`src/rtl/draw_card.sv`:
```
// draw_card: sweeps a 16x16 playing card one pixel per clock into the VGA write port.
// Optional build macro CARD_BACK_PATTERN_EN turns the face-down interior into a checkerboard.
module draw_card #(
  parameter logic [2:0] BORDER_COLOUR = 3'b111,
  parameter logic [2:0] FACE_COLOUR   = 3'b111,
  parameter logic [2:0] PIP_COLOUR    = 3'b100,
  parameter logic [2:0] BACK_COLOUR   = 3'b001
) (
  input  logic       clk,
  input  logic       reset_n,
  input  logic       start,
  input  logic [7:0] x0,
  input  logic [6:0] y0,
  input  logic       face_up,
  input  logic [3:0] value,
  output logic [7:0] x,
  output logic [6:0] y,
  output logic [2:0] colour,
  output logic       plot,
  output logic       busy,
  output logic       done
);

  typedef enum logic [1:0] {IDLE, DRAW, DONE} state_t;

  state_t     r_state;
  logic [7:0] r_cnt;
  logic [7:0] r_x0;
  logic [6:0] r_y0;
  logic       r_face;
  logic [3:0] r_value;

  logic [7:0] w_nextCnt;
  logic [3:0] w_col;
  logic [3:0] w_row;
  logic [7:0] w_baseX;
  logic [6:0] w_baseY;
  logic       w_face;
  logic [3:0] w_value;
  logic [7:0] w_nextX;
  logic [6:0] w_nextY;
  logic [2:0] w_nextColour;

  // Pip grid lookup along one axis: {valid, index}; pips occupy 2-pixel bands 2-3, 5-6, 8-9, 11-12.
  function automatic logic [2:0] f_grid(input logic [3:0] p);
    case (p)
      4'd2, 4'd3:   f_grid = 3'b100;
      4'd5, 4'd6:   f_grid = 3'b101;
      4'd8, 4'd9:   f_grid = 3'b110;
      4'd11, 4'd12: f_grid = 3'b111;
      default:      f_grid = 3'b000;
    endcase
  endfunction

  function automatic logic [2:0] f_pixel(input logic [3:0] col, input logic [3:0] row,
                                         input logic face, input logic [3:0] val);
    logic [2:0] gc;
    logic [2:0] gr;
    logic [2:0] c;
    gc = f_grid(col);
    gr = f_grid(row);
    if (col == 4'd0 || col == 4'd15 || row == 4'd0 || row == 4'd15) begin
      c = BORDER_COLOUR;
    end else if (face) begin
      if (gc[2] && gr[2] && ({gr[1:0], gc[1:0]} < val))
        c = PIP_COLOUR;
      else
        c = FACE_COLOUR;
    end else begin
`ifdef CARD_BACK_PATTERN_EN
      c = (col[0] ^ row[0]) ? 3'b000 : BACK_COLOUR;
`else
      c = BACK_COLOUR;
`endif
    end
    f_pixel = c;
  endfunction

  // In IDLE the first pixel is built straight from the inputs so it appears the cycle after start.
  assign w_nextCnt    = (r_state == IDLE) ? 8'd0 : r_cnt + 8'd1;
  assign w_col        = w_nextCnt[3:0];
  assign w_row        = w_nextCnt[7:4];
  assign w_baseX      = (r_state == IDLE) ? x0 : r_x0;
  assign w_baseY      = (r_state == IDLE) ? y0 : r_y0;
  assign w_face       = (r_state == IDLE) ? face_up : r_face;
  assign w_value      = (r_state == IDLE) ? value : r_value;
  assign w_nextX      = w_baseX + {4'b0000, w_col};
  assign w_nextY      = w_baseY + {3'b000, w_row};
  assign w_nextColour = f_pixel(w_col, w_row, w_face, w_value);

  always_ff @(posedge clk or negedge reset_n) begin
    if (!reset_n) begin
      r_state <= IDLE;
      r_cnt   <= 8'd0;
      r_x0    <= 8'd0;
      r_y0    <= 7'd0;
      r_face  <= 1'b0;
      r_value <= 4'd0;
      x       <= 8'd0;
      y       <= 7'd0;
      colour  <= 3'd0;
      plot    <= 1'b0;
      busy    <= 1'b0;
      done    <= 1'b0;
    end else begin
      case (r_state)
        IDLE: begin
          plot <= 1'b0;
          done <= 1'b0;
          busy <= 1'b0;
          if (start) begin
            r_x0    <= x0;
            r_y0    <= y0;
            r_face  <= face_up;
            r_value <= value;
            r_cnt   <= w_nextCnt;
            x       <= w_nextX;
            y       <= w_nextY;
            colour  <= w_nextColour;
            plot    <= 1'b1;
            busy    <= 1'b1;
            r_state <= DRAW;
          end
        end
        DRAW: begin
          if (r_cnt == 8'd255) begin
            plot    <= 1'b0;
            done    <= 1'b1;
            r_state <= DONE;
          end else begin
            r_cnt  <= w_nextCnt;
            x      <= w_nextX;
            y      <= w_nextY;
            colour <= w_nextColour;
            plot   <= 1'b1;
          end
        end
        DONE: begin
          done    <= 1'b0;
          busy    <= 1'b0;
          r_cnt   <= 8'd0;
          r_state <= IDLE;
        end
        default: begin
          plot    <= 1'b0;
          busy    <= 1'b0;
          done    <= 1'b0;
          r_state <= IDLE;
        end
      endcase
    end
  end

endmodule

```
`config.mk`:
```
export PLATFORM = sky130hd
export DESIGN_NAME = draw_card
export DESIGN_NICKNAME = d
export VERILOG_FILES = /design/src/rtl/draw_card.sv
export SDC_FILE = /design/constraint.sdc
export NUM_CORES = 1
export LEC_CHECK = 0
export CORE_ASPECT_RATIO = 1.4
export CORE_MARGIN = 1.5
export CORE_UTILIZATION = 50
export DETAILED_ROUTE_END_ITERATION = 7
export PLACE_DENSITY = 0.85
export SYNTH_ARGS = -nofsm -noshare
export SYNTH_HDL_FRONTEND = slang
export SYNTH_SLANG_ARGS = --single-unit
```
`constraint.sdc`:
```
create_clock -name clk -period 2.75 [get_ports clk]
set_input_delay 0.4125 -clock clk [delete_from_list [all_inputs] [get_ports clk]]
set_output_delay 0.4125 -clock clk [all_outputs]
set_load 0.03 [all_outputs]
```
==> metrics.txt <==
run status=finished clean; full die area=6830 sq um; largest net degree at the start of global routing=30; met3 usage=under 10%; initial core utilization=51.4%; Worst EP arrival=about 2.9 ns; Mapped Cells=336; Syn Nets=374; CP endpoint kind=register; Peak VDD IR=~0.00054 V; first-pass GRT wire length=about 12 mm; Async SR Flop Fraction=100%; Top delay family on crit path=compound AO/OA/AOI/OAI gates; Most Crowded Layer GR=met2; vias in the first global route=2,675; H-tree depth=2; Yosys cell types=51; Num CTS Buffers=5; Die H=97.2 microns; CP Launch Type=register; GR Util All Layers=22.6%; Post-CTS Hold Buffers=0; main flop type after synthesis=dfrtp_1; crit-path cells=and3_1 -> and3_1 -> mux2_4 -> buf_4 -> ha_1 -> a41o_1 -> a311oi_1 -> nor3_1 -> o31ai_1; most frequent cells in the layout=nand2_1, dfrtp_1, clkdlybuf4s50_1; max_cap viols=0; FP Rows=34; drt via density=around 5.7; Worst-Skew Late Latency=around 0.32 ns; Max Clk Rate=373 MHz; clk_skew=roughly 0.011 ns; net switching power=0.00194 W; worst path buffer plus inverter count=1; antenna-violating nets left=0; Tcrit/Tclk final=97.6%; critical path's slowest cell=dfrtp_2; grt ovf=0; Core Footprint=6170 sq um; layout cells sized above 1=22.0%; final slew viol count=0; DRT Pass-1 Iters=5; via count=approximately 2,700; met2 usage=between 30 and 40%; Max-slew headroom=52.8%; root buf cell=clkbuf_8; nets=446; Sw Ratio=42.5%; Yosys reg bits=a little over 50; met1 usage=27.6%; Leak=1.79 nW; Mapped Area=3170 sq um; Area growth syn-to-layout=28.0%; initial antenna violation count=0; Fill cells=469; antenna cell count=0; Hold WC Path Type=input port to async pin; Residual DRC=0; die width=about 70 microns; Seq pwr share=27.1%; CTS max path bufs=2; max incr delay on CP=0.45 ns; Power, Total=0.00456 W; Post-synth EDFFs=0; RePlAce Congestion=~0.9; Yosys warning count=0; Final Hold Viols=0; Slew @ Worst Pin=0.700 ns; minimum clock period=2.68 ns; Pint=~0.0026 W; Pwr Density=between 1000 and 1500 nW/um^2; CTS Sinks=51; I/O pin cnt=44; commonest non-fill, non-tap cell in the layout=nand2_1; Critical Path Fanout Max=8; Combinational Power Share=~60%; WL final=7.62 mm; most numerous cell on the critical path=and3_1; WL/cell=15.9 microns; CTS tree=done; Hold Slack=0.0699 ns; Worst Path Required=2.97 ns; setup violators final=0; port bufs=43; clock network power share=around an eighth; Starting DRT DRC Count=188; Seq/Total Area, Yosys=40.3%; Avg Inst Size Synth=9.43 sq um; HPWL Detailed=5.57 mm; Clk pin slew, worst setup/hold paths=around 0.1 ns; Crit Path Class=register to register
cell usage after synthesis (2+ instances only):
master,count,share of area [%]
nand2_1,63,7.5
dfrtp_1,51,40
o21ai_0,27,4.3
mux2_2,21,7.5
nor2_1,20,2.4
a21oi_1,16,2.5
mux2i_1,16,5.1
ha_1,13,5.1
nand3_1,9,1.4
nor3_1,9,1.4
clkbuf_1,7,0.83
inv_1,7,0.83
xnor2_1,7,1.9
xor2_1,6,1.7
and3_1,5,0.99
buf_2,5,0.79
and2_1,4,0.79
a31oi_1,3,0.59
o21a_1,3,0.71
o21bai_1,3,0.71
o22a_1,3,0.83
a21boi_0,2,0.47
a21o_1,2,0.47
buf_1,2,0.24
buf_6,2,0.71
fa_1,2,1.3
nand2b_1,2,0.39
nor3b_1,2,0.47
o211ai_1,2,0.47
power groups by stage:
stage	sequential [W]	combinational, W	clock (W)
final	0.00124	0.00278	0.000549
after global routing	0.00127	0.00305	0.000583
after CTS	0.00124	0.00260	0.000550
after detailed placement	0.00125	0.00258	0
after global placement	0.00123	0.00249	0
after floorplan	0.00147	0.00149	0
per-stage QoR:
step / setup WS, ns / area (sq um) / util [%] / setup TNS (ns) / instances
final: 0.0669 / 4060 / 65.7 / 0 / 481
after global placement: 0.102 / 3820 / 61.9 / 0 / 463
after floorplan: 0.0110 / 3170 / - / 0 / 336
after CTS: 0.0147 / 3930 / 63.8 / 0 / 471
after global routing: -0.0314 / 4060 / 65.7 / -0.0445 / 481
after detailed placement: 0.0242 / 3820 / 61.9 / 0 / 463
path summary, 6_finish.rpt:
check	startpoint	to	slack (ns)	cells past startpoint
worst max-delay path	r_cnt[2]	y[5]	0.07	9
worst min-delay path	reset_n	r_cnt[7]	0.07	2
worst max register to register	r_cnt[2]	y[5]	0.07	9
worst min register to register	y[3]	y[3]	0.48	2
max in group asynchronous	reset_n	r_y0[4]	2.38	2
min in group clk	y[3]	y[3]	0.48	2
per-layer routing:
layer	part of all wire [%]	wire length, microns
met5	0	0
met4	3.1	238
met3	4.1	313
met2	52	3930
met1	41	3140
timing repair:
action | in CTS | in global routing
resized for setup | 1 | 14
endpoints found under the setup margin | 1 | 7
setup buffers | 0 | 10
pin swaps | 0 | 4
area by class of cell:
| class | instances | area [sq um] | share of cell area (%) |
|---|---|---|---|
| flip-flops and latches | 51 | 1280 | 31.5 |
| clock inverters | 3 | 47.5 | 1.17 |
| inverters | 9 | 41.3 | 1.02 |
| multi-input cells | 259 | 1810 | 44.6 |
| repair buffers | 82 | 722 | 17.8 |
| well taps | 72 | 90.1 | 2.22 |
| clock buffers | 5 | 68.8 | 1.70 |
cell families (layout without fill, tap and decap cells):
group,after synthesis,count (layout),synth area share (%)
multiplexers,39,39,13.7
AO/OA/AOI/OAI,72,72,15.2
flip-flops,51,51,40.3
XOR/XNOR,13,13,3.59
adder cells (fa/ha/maj),15,15,6.40
AND/OR/NAND/NOR,120,120,16.9
buffers and inverters,26,99,3.95
registers in the layout, summed over array words and instances, names as in the netlist:
register	flops
r_value	4
r_state	2
r_y0	7
done	1
colour	3
r_face	1
x	8
r_cnt	8
busy	1
r_x0	8
y	7
plot	1
Power figures use the tool's default switching activity.
